File: src/rtl/arbiter_pkg.sv
// Shared types for the multi-port memory arbiter: FSM state and latched operation.
package arbiter_pkg;

  typedef enum logic {
    IDLE = 1'b0,
    BUSY = 1'b1
  } arb_state_e;

  typedef enum logic [1:0] {
    OP_NONE  = 2'd0,
    OP_READ  = 2'd1,
    OP_WRITE = 2'd2
  } arb_op_e;

  // A port asking for both read and write at once is treated as not asking at all.
  function automatic arb_op_e decode_op(input logic rd, input logic wr);
    case ({rd, wr})
      2'b10:   return OP_READ;
      2'b01:   return OP_WRITE;
      default: return OP_NONE;
    endcase
  endfunction

endpackage

File: src/rtl/rr_select.sv
// Rotating-priority winner select: search starts at ptr and wraps; ptr tied to 0 gives
// plain lowest-index-wins priority.
module rr_select #(
  parameter int N     = 2,
  parameter int IDX_W = $clog2(N)
) (
  input  logic [N-1:0]     req,
  input  logic [IDX_W-1:0] ptr,
  output logic [N-1:0]     gnt,
  output logic [IDX_W-1:0] gnt_idx,
  output logic             gnt_valid
);

  logic [IDX_W-1:0] j;

  always_comb begin
    gnt       = '0;
    gnt_idx   = '0;
    gnt_valid = 1'b0;
    j         = '0;
    for (int i = 0; i < N; i++) begin
      j = IDX_W'((int'(ptr) + i) % N);
      if (!gnt_valid && req[j]) begin
        gnt_valid = 1'b1;
        gnt[j]    = 1'b1;
        gnt_idx   = j;
      end
    end
  end

endmodule

File: src/rtl/multi_port_arbiter.sv
// Arbitrates NUM_PORTS cache ports onto one physical memory port, one transaction at a time.
// Define MULTI_PORT_ARBITER_RR_EN for round-robin selection; otherwise lowest index wins.
module multi_port_arbiter
  import arbiter_pkg::*;
#(
  parameter int NUM_PORTS = 2,
  parameter int ADDR_W    = 32,
  parameter int LINE_W    = 256,
  localparam int IDX_W    = $clog2(NUM_PORTS)
) (
  input  logic                             clk,
  input  logic                             rst_n,
  input  logic [NUM_PORTS-1:0][ADDR_W-1:0] port_address,
  input  logic [NUM_PORTS-1:0][LINE_W-1:0] port_wdata,
  input  logic [NUM_PORTS-1:0]             port_read,
  input  logic [NUM_PORTS-1:0]             port_write,
  output logic [LINE_W-1:0]                port_rdata,
  output logic [NUM_PORTS-1:0]             port_resp,
  output logic [ADDR_W-1:0]                pmem_address,
  output logic [LINE_W-1:0]                pmem_wdata,
  output logic                             pmem_read,
  output logic                             pmem_write,
  input  logic                             pmem_resp,
  input  logic [LINE_W-1:0]                pmem_rdata,
  output logic                             busy,
  output logic [IDX_W-1:0]                 grant_idx
);

  // Handshake: a port requests by holding exactly one of read/write until its port_resp
  // pulse; the memory sees pmem_read/pmem_write held until it answers with pmem_resp.
  arb_state_e            state_q, state_d;
  arb_op_e               op_q;
  logic [ADDR_W-1:0]     addr_q;
  logic [LINE_W-1:0]     wdata_q;
  logic [IDX_W-1:0]      gidx_q;
  logic [NUM_PORTS-1:0]  gnt_q;
  logic [NUM_PORTS-1:0]  req, sel_gnt;
  logic [IDX_W-1:0]      sel_idx, ptr;
  logic                  sel_valid, load, done;

  assign req = port_read ^ port_write;

  rr_select #(.N(NUM_PORTS), .IDX_W(IDX_W)) u_select (
    .req       (req),
    .ptr       (ptr),
    .gnt       (sel_gnt),
    .gnt_idx   (sel_idx),
    .gnt_valid (sel_valid)
  );

`ifdef MULTI_PORT_ARBITER_RR_EN
  logic [IDX_W-1:0] ptr_q;

  // Next search begins just past the port that completed, so it yields to any other requester.
  always_ff @(posedge clk or negedge rst_n) begin
    if (!rst_n) begin
      ptr_q <= '0;
    end else if (done) begin
      ptr_q <= (gidx_q == IDX_W'(NUM_PORTS - 1)) ? '0 : gidx_q + 1'b1;
    end
  end

  assign ptr = ptr_q;
`else
  assign ptr = '0;
`endif

  always_comb begin
    state_d   = state_q;
    load      = 1'b0;
    done      = 1'b0;
    port_resp = '0;
    case (state_q)
      IDLE: begin
        if (sel_valid) begin
          load    = 1'b1;
          state_d = BUSY;
        end
      end
      BUSY: begin
        if (pmem_resp) begin
          done      = 1'b1;
          port_resp = gnt_q;
          state_d   = IDLE;
        end
      end
      default: state_d = IDLE;
    endcase
  end

  always_ff @(posedge clk or negedge rst_n) begin
    if (!rst_n) begin
      state_q <= IDLE;
      op_q    <= OP_NONE;
      addr_q  <= '0;
      wdata_q <= '0;
      gidx_q  <= '0;
      gnt_q   <= '0;
    end else begin
      state_q <= state_d;
      if (load) begin
        op_q    <= decode_op(port_read[sel_idx], port_write[sel_idx]);
        addr_q  <= port_address[sel_idx];
        wdata_q <= port_wdata[sel_idx];
        gidx_q  <= sel_idx;
        gnt_q   <= sel_gnt;
      end
    end
  end

  // Memory side is driven only from the latched copy; port inputs are ignored while BUSY.
  assign busy         = (state_q == BUSY);
  assign pmem_read    = busy && (op_q == OP_READ);
  assign pmem_write   = busy && (op_q == OP_WRITE);
  assign pmem_address = addr_q;
  assign pmem_wdata   = wdata_q;
  assign grant_idx    = gidx_q;
  assign port_rdata   = pmem_rdata;

endmodule

File: config.mk
export PLATFORM = sky130hd
export DESIGN_NAME = multi_port_arbiter
export DESIGN_NICKNAME = d
export VERILOG_FILES = /design/src/rtl/arbiter_pkg.sv /design/src/rtl/rr_select.sv /design/src/rtl/multi_port_arbiter.sv
export SDC_FILE = /design/constraint.sdc
export NUM_CORES = 1
export LEC_CHECK = 0
export CORE_AREA = 2 2 539 541
export DETAILED_ROUTE_END_ITERATION = 12
export DIE_AREA = 0 0 541 543
export DONT_BUFFER_PORTS = 1
export GPL_ROUTABILITY_DRIVEN = 0
export PLACE_DENSITY_LB_ADDON = 0.2
export SLEW_MARGIN = 20
export SYNTH_ARGS = -nofsm -noshare
export SYNTH_HDL_FRONTEND = slang
export SYNTH_SLANG_ARGS = --single-unit
export TNS_END_PERCENT = 20
File: constraint.sdc
create_clock -name clk -period 2.2 [get_ports clk]
set_input_delay 0.22 -clock clk [delete_from_list [all_inputs] [get_ports clk]]
set_output_delay 0.22 -clock clk [all_outputs]
set_load 0.1 [all_outputs]
=== Yosys cells after proc, flatten, opt, wreduce, memory -nomap -nowiden ===
Index checks and enable logic that the tools add are counted.

* Register bits: 294
* Output and inout port bits: 550

* Reductions and logical operators: 4
* Mux-type cells: 20
* Bitwise gates (word level): 2
* Order comparisons: 1
* Equal/unequal tests: 4

{| class="wikitable"
|+ Operators with widths
! kind !! number
|-
| 2-to-1 mux 256 bit || 2
|-
| 2-to-1 mux 32 bit || 2
|-
| 2-to-1 mux 1 bit || 11
|-
| 2-to-1 mux 2 bit || 3
|-
| equality test 2 x 1 -> 1 bit, second input constant || 2
|-
| equality test 2 bit, second input constant || 2
|-
| case mux 2 bit (2 select lines) || 1
|-
| logical AND 1 bit || 3
|-
| less-than comparator 1 x 2 -> 1 bit, second input constant || 1
|-
| case mux 1 bit (2 select lines) || 1
|-
| bitwise XOR 2 bit || 1
|-
| logical NOT 1 bit || 1
|-
| inverter 1 bit || 1
|}

=== Depth between registers and ports, before layout ===
Gate-level depths: netlist (run 1).

* Depth in word-level cells: 9
* Mapped depth: 7
* Depth with buffers taken out: 3

=== By module ===
From an unflattened synthesis (run 1), not the netlist that was laid out.

* Cell total of the unflattened synthesis: 1,538
* Area total of the unflattened synthesis: 15,605.0 µm²

{| class="wikitable"
|+ By module, submodules not included
! module !! sequential area each (µm²) !! cells each !! area an instance (µm²) !! times used
|-
| multi_port_arbiter || 7,357.1 || 1,533 || 15,572.4 || 1
|-
| rr_select || 0.0 || 5 || 32.5 || 1
|}

=== Worst setup path after synthesis (run 1) ===
Ideal clock, no wire load.

* Kind: register to output
* From: register state_q, in the netlist busy
* To: output pmem_read
* Arrival time: 3.214 ns
* Cell stages (with the launch flop): 7
* Buffers on the path: 4
* Path slack: -1.234 ns
* Cell sequence: dfrtp_1 > buf_2 > buf_2 > clkbuf_1 > clkbuf_1 > nand2_1 > nor2_1

* Cells in the longest elaborated chain, start to end: 1

{| class="wikitable"
|+ RTL lines
! element !! RTL line !! source
|-
| from (decl) || multi_port_arbiter.sv:31 || <nowiki>arb_state_e state_q, state_d;</nowiki>
|-
| from (signal assigned) || multi_port_arbiter.sv:100 || <nowiki>state_q <= state_d;</nowiki>
|-
| logical AND 1 bit || multi_port_arbiter.sv:113 || <nowiki>assign pmem_read = busy && (op_q == OP_READ);</nowiki>
|-
| to (decl) || multi_port_arbiter.sv:21 || <nowiki>output logic pmem_read,</nowiki>
|}

No other way between the ends.

=== Final worst setup path (run 1) ===
* From: register state_q, in the netlist busy
* To: register wdata_q[40], in the netlist pmem_wdata[40]

* Cells in the longest elaborated chain, start to end: 1

{| class="wikitable"
|+ RTL lines
! element !! RTL line !! source
|-
| 2-to-1 mux 1 bit || multi_port_arbiter.sv:73 || <nowiki>case (state_q)</nowiki>
|-
| to (signal assigned) || multi_port_arbiter.sv:104 || <nowiki>wdata_q <= port_wdata[sel_idx];</nowiki>
|-
| to (decl) || multi_port_arbiter.sv:34 || <nowiki>logic [LINE_W-1:0] wdata_q;</nowiki>
|}

No other way between the ends.
A chain may end at the register's enable or synchronous reset.

==> results of run 1 <==
## worst max-delay path: cells and delay by family, from the launching register on
family                 cells  cell delay [ns]
and+or+nand+nor            2             0.53
DFF                        1             0.52
buffers and inverters      3             0.92
## what timing repair did
action / CTS / global route
hold endpoints to repair: 584 / 293
hold buffers: 583 / 2
buffers inserted: 5 / 0
cloned: 2 / 0
pin swaps: 3 / 0
gates resized for setup: 7 / 7
setup endpoints to repair: 5 / 52
## cell type report
| cell class | count | area (um^2) |
|---|---|---|
| fill | 33300 | 255000 |
| timing repair buffer | 1045 | 10000 |
| multi-input combinational | 1467 | 8930 |
| sequential | 293 | 7340 |
| tap | 3781 | 4730 |
| clock buffer | 71 | 1450 |
| clock inverter | 14 | 183 |
| antenna | 33 | 82.6 |
| inverter | 1 | 3.75 |
## state kept, by name, summed over array words and instances, names as in the netlist
| register | flops |
|---|---|
| pmem_wdata | 256 |
| pmem_address | 32 |
| op_q | 2 |
| busy | 1 |
| gnt_q | 1 |
| grant_idx | 1 |
## layout by cell type, fill, tap and decap left out, drive strengths merged
master / instances
o21bai: 1
inv: 2
buf: 459
xnor2: 2
nor2: 3
xor2: 2
nand2: 1
clkinvlp: 3
nor3b: 1
nor2b: 2
bufbuf: 2
a21oi: 5
o21ai: 4
nor3: 577
bufinv: 3
nor4: 288
o21a: 1
dlymetal6s4s: 1
diode: 33
dlygate4sd3: 583
nand2b: 288
and3: 3
clkbuf: 71
clkinv: 7
o31ai: 288
dfrtp: 293
o22a: 1
## final timing paths
kind	start	to
setup reg to reg	busy	pmem_wdata[40]
max in group asynchronous	rst_n	pmem_wdata[176]
hold reg to reg	gnt_q[0]	gnt_q[0]
setup / recovery	busy	pmem_wdata[40]
min in group clk	port_read[1]	pmem_wdata[111]
hold / removal	rst_n	pmem_wdata[88]
## metrics by stage
step	util	hold WS [ns]	total power [mW]	setup WS [ns]	setup TNS, ns
after floorplan	-	-0.0756	30.6	0.0353	0
after global placement	0.0866	-0.0612	35.8	0.158	0
after detailed placement	0.0866	-0.0643	35.9	0.164	0
after CTS	0.113	-0.891	46.6	-0.00765	-0.0114
after global routing	0.114	0.0681	48.0	-0.0651	-0.444
final	0.114	0.0764	45.9	-0.00420	-0.00420
## kinds of logic after synthesis
kind of cell | after synthesis | share of synthesized area
AO/OA/AOI/OAI | 300 | 0.116
XOR/XNOR | 4 | 0.00261
buffers and inverters | 515 | 0.158
flip-flops | 293 | 0.382
AND/OR/NAND/NOR | 1163 | 0.341
## where the power goes
part / internal, mW / leakage, nW / switching, mW
logic: 6.78 / 7.07 / 22.2
clock network: 4.89 / 0.796 / 3.54
registers: 7.39 / 3.34 / 1.03
total: 19.1 / 11.2 / 26.8
## per-layer routing
| metal | global-route usage | wire length [um] | part of all wire | up-vias |
|---|---|---|---|---|
| li1 | - | - | - | 9417 |
| met1 | 0.114 | 59600 | 0.38 | 10100 |
| met2 | 0.168 | 71400 | 0.46 | 1095 |
| met3 | 0.0442 | 16000 | 0.10 | 497 |
| met4 | 0.0464 | 8230 | 0.053 | 102 |
| met5 | 0 | 663 | 0.0043 | - |
==> metrics.md, run 1 <==
| Metric | Value |
|---|---|
| Nature of the critical path endpoint | flop |
| Synth unique cells | 23 |
| Design area | 32700 um^2 |
| Root Driver | clkbuf_16 |
| Clk sinks | 293 |
| Static Leak | 11.2 nW |
| DP Cell Count | 5993 |
| Slew margin rel. | 0.394 |
| Vias | 21200 |
| Wirelength per Cell | 23.3 um |
| Ys flop type | dfrtp_1 |
| H-tree Lvls | 2 |
| Status | finished with violations |
| Sequential share of the synthesized area | 0.382 |
| CP cell instances | buf_4, buf_12, nor4_1, nor3_1, dlygate4sd3_1 |
| Syn avg cell area | 8.43 um^2 |
| Io pins | 1389 |
| Pin count of the biggest net entering global routing | 294 |
| Critical Path RT | 2.80 ns |
| Crit-path slowest cell | dlygate4sd3_1 |
| DRC errors left | 0 |
| Post-synth EDFFs | 0 |
| Cts bufs inserted | 49 |
| Yosys top cell by area | dfrtp_1 |
| Skew final | 0.0346 ns |
| Commonest cells post-synth | nor3_1 (577), dfrtp_1 (293), nand2b_1 (288), nor4_1 (288), o31ai_1 (288) |
| Vias per cell | 3.16 |
| Area Overhead vs Synth | 70.6% |
| GR Util All Layers | 0.102 |
| Max Slew Vio Count | 0 |
| Worst slew pin tran | 0.900 ns |
| Row count | 197 |
| Drt pass-1 iters | 5 |
| CP peak stage delay | 0.56 ns |
| Reg-to-reg slack, setup | -0.004 ns |
| Die area | 294000 um^2 |
| Clock Path Buffers | 3 |
| R2R depth | 5 |
| Post-synth ARST share | 1.00 |
| Antenna-violating nets left | 0 |
| Post-DP Area | 24900 um^2 |
| Die Ht | 543 um |
| Core Region | 287000 um^2 |
| Cell with the most instances after synthesis | nor3_1 |
| Startpoint types | flop |
| Mapped Nets | 3114 |
| CTS clock-pin slew for the worst setup and hold paths | 0.06 ns |
| # setup viols final | 1 |
| # port buffers | 0 |
| Layout cells sized above 1 | 0.191 |
| Clock latency on the worst-skew pair | 0.70 ns |
| Antenna violations before repair | 124 |
| Maximum VDD drop | 0.708 mV |
| Global route overflow | 0 |
| Period minus WS final | 2.20 ns |
| CP arrival | 2.81 ns |
| Initial Util | 0.0667 |
| Final wirelength | 156 mm |
| Pwr per Cell Area | 1400 nW/um^2 |
| Max_cap viols | 0 |
| Post-Syn Area | 19200 um^2 |
| Number of global-route vias before repair | 21300 |
| Yosys Warn Count | 0 |
| Post-synth top area share | 0.382 |
| Nets@finish | 3696 |
| Detailed-placement wirelength estimate | 125 mm |
| Period utilization | 1.00 |
| Highest clock rate | 454 MHz |
| Synth area leaders | dfrtp_1 (38%), nor3_1 (15%), o31ai_1 (11%) |
| Initial drt markers | 1293 |
| Hold Vio Cnt, Final | 0 |
| CTS tree | done |
| Die W | 541 um |
| Failing checks | setup timing |
| Final worst slack | -0.00420 ns |
| CP Class | flop to flop |
| Synth Register Bits | 293 |
| CP max FO | 77 |
| Global-route wire length before repair | 204 mm |
| Non-Filler Instances | 6705 |
| Hold WC Path Type | primary input to async pin |
| Syn Inst Count | 2275 |
| Unrepaired setup endpoints after global routing | yes |
Power figures use the tool's default switching activity.
==> run 2, diff against run 1 <==
Settings changed: CORE_AREA 2 2 539 541 to 2 2 535 537, DIE_AREA 0 0 541 543 to 0 0 537 539.
==> metrics.md, run 2 (synthesis gave the netlist of run 1 again) <==
| Metric | Value |
|---|---|
| # setup viols final | 0 (was 1) |
| Multi-input logic area | 8980 um^2 (was 8930 um^2) |
| Layout cells sized above 1 | 0.183 (was 0.191) |
| Vias | 20900 (was 21200) |
| Vias per cell | 3.14 (was 3.16) |
| CP arrival | 2.71 ns (was 2.81 ns) |
| Critical Path RT | 2.75 ns (was 2.80 ns) |
| Period minus WS final | 2.16 ns (was 2.20 ns) |
| # port buffers | 0 (unchanged) |
| GR Util All Layers | 0.103 (was 0.102) |
| H-tree Lvls | 2 (unchanged) |
| Most frequent cells in the layout | dlygate4sd3_1 (587), nor3_1 (577), buf_4 (389) (was dlygate4sd3_1 (583), nor3_1 (577), buf_4 (409)) |
| Post-CTS Hold Buffers | 587 (was 583) |
| Hold WS | -0.767 ns (was 0.0764 ns) |
| Io pins | 1389 (unchanged) |
| Skew final | 0.0466 ns (was 0.0346 ns) |
| Hold WC Path Type | primary input to async pin (unchanged) |
| CTS tree | done (unchanged) |
| Hold Vio Cnt, Final | 293 (was 0) |
| Maximum VDD drop | 0.758 mV (was 0.708 mV) |
| Period utilization | 0.983 (was 1.00) |
| Status | finished with violations (unchanged) |
| Final setup TNS | 0 ns (was -0.00420 ns) |
| Core Region | 284000 um^2 (was 287000 um^2) |
| Final worst slack | 0.0384 ns (was -0.00420 ns) |
| Nature of the critical path endpoint | flop (unchanged) |
| Pwr per Cell Area | 1390 nW/um^2 (was 1400 nW/um^2) |
| Clock latency on the worst-skew pair | 0.68 ns (was 0.70 ns) |
| CP Class | flop to flop (unchanged) |
| Pin count of the biggest net entering global routing | 294 (unchanged) |
| Clock Path Buffers | 3 (unchanged) |
| Die Ht | 539 um (was 543 um) |
| Number of global-route vias before repair | 20900 (was 21300) |
| Static Leak | 10.9 nW (was 11.2 nW) |
| Total power | 45.0 mW (was 45.9 mW) |
| Worst slew pin tran | 1.57 ns (was 0.900 ns) |
| Startpoint types | flop (unchanged) |
| Global-route wire length before repair | 203 mm (was 204 mm) |
| Register area | 7340 um^2 (unchanged) |
| CTS clock-pin slew for the worst setup and hold paths | 0.06 ns (about the same) |
| Detailed-placement wirelength estimate | 122 mm (was 125 mm) |
| Max_cap viols | 0 (unchanged) |
| Post-DP Area | 24600 um^2 (was 24900 um^2) |
| CP max FO | 23 (was 77) |
| Area Overhead vs Synth | 68.2% (was 70.6%) |
| Fillers | 32800 (was 33300) |
| Slew margin rel. | -0.0470 (was 0.394) |
| Final core occ | 0.114 (about the same) |
| Max Slew Vio Count | 33 (was 0) |
| DP Cell Count | 5948 (was 5993) |
| Highest clock rate | 463 MHz (was 454 MHz) |
| Cts bufs inserted | 47 (was 49) |
| Antenna violations before repair | 127 (was 124) |
| Largest register FFs | 256 (unchanged) |
| Initial Util | 0.0675 (was 0.0667) |
| Nets@finish | 3672 (was 3696) |
| Post-Place Worst Slack | -0.180 ns (was 0.164 ns) |
| R2R depth | 6 (was 5) |
| Die area | 289000 um^2 (was 294000 um^2) |
| Unrepaired setup endpoints after global routing | yes (unchanged) |
| Design area | 32300 um^2 (was 32700 um^2) |
| Global route overflow | 0 (unchanged) |
| Root Driver | clkbuf_16 (unchanged) |
| Drt pass-1 iters | 5 (unchanged) |
| Antenna-violating nets left | 0 (unchanged) |
| Failing checks | hold timing, slew limit (was setup timing) |
| Most common cell after layout, fill and taps aside | dlygate4sd3_1 (unchanged) |
| Die W | 537 um (was 541 um) |
| DRC errors left | 0 (unchanged) |
| Wirelength per Cell | 23.3 um (about the same) |
| Initial drt markers | 1138 (was 1293) |
| Final wirelength | 155 mm (was 156 mm) |
| Clk sinks | 293 (unchanged) |
| Row count | 196 (was 197) |
| Non-Filler Instances | 6661 (was 6705) |
run 2: cell count changes in the layout (fill, tap and decap cells not counted), sizes merged:
cell and delta:
clkinv -4, clkbuf -3, bufinv -3, dlygate4sd3 +4, buf -25, inv +3
dlymetal6s4s -1, clkinvlp -2, diode +6
run 2: layout make-up:
| cell class | instances | area share |
|---|---|---|
| antenna | 39 | 0.00303 |
| clock buffer | 68 | 0.0414 |
| clock inverter | 8 | 0.00190 |
| inverter | 1 | 0.000116 |
| multi-input combinational | 1467 | 0.278 |
| sequential | 293 | 0.227 |
| tap | 3762 | 0.146 |
| timing repair buffer | 1023 | 0.302 |
run 2: routing by layer:
layer | part of all wire | vias up | track usage
li1 | - | 9353 | -
met1 | 0.39 | 9978 | 0.117
met5 | 0.0031 | - | 0
met2 | 0.44 | 1049 | 0.163
met4 | 0.062 | 72 | 0.0542
met3 | 0.10 | 464 | 0.0436
run 2: timing repair:
action                                  in CTS  in global routing
cloned                                       2                  0
setup buffers                                9                  0
hold endpoints to repair                   585                293
gates resized for setup                     11                 18
pin swaps                                    2                  0
endpoints found under the setup margin       6                 38
run 2: path summary, 6_finish.rpt:
path	startpoint	endpoint	slack, ns
worst min register to register	grant_idx	grant_idx	0.54
min in group clk	port_read[1]	grant_idx	0.11
worst max-delay path	busy	pmem_wdata[130]	0.04
worst max register to register	busy	pmem_wdata[130]	0.04
worst min-delay path	rst_n	pmem_wdata[5]	-0.77
max in group asynchronous	rst_n	pmem_wdata[223]	1.68
run 2: worst max-delay path: stages, from the launching register on:
cell	delay (ns)
dfrtp_4	0.55
buf_12	0.18
buf_12	0.16
buf_4	0.19
nor4_4	0.27
nor3_1	0.09
dlygate4sd3_1	0.56
run 2: where the power goes:
group | switching, mW | leakage, nW | internal [mW] | total, mW
logic | 22.2 | 6.92 | 6.89 | 29.1
clock network | 3.33 | 0.683 | 4.16 | 7.49
registers | 1.03 | 3.34 | 7.39 | 8.42
total | 26.5 | 10.9 | 18.4 | 45.0
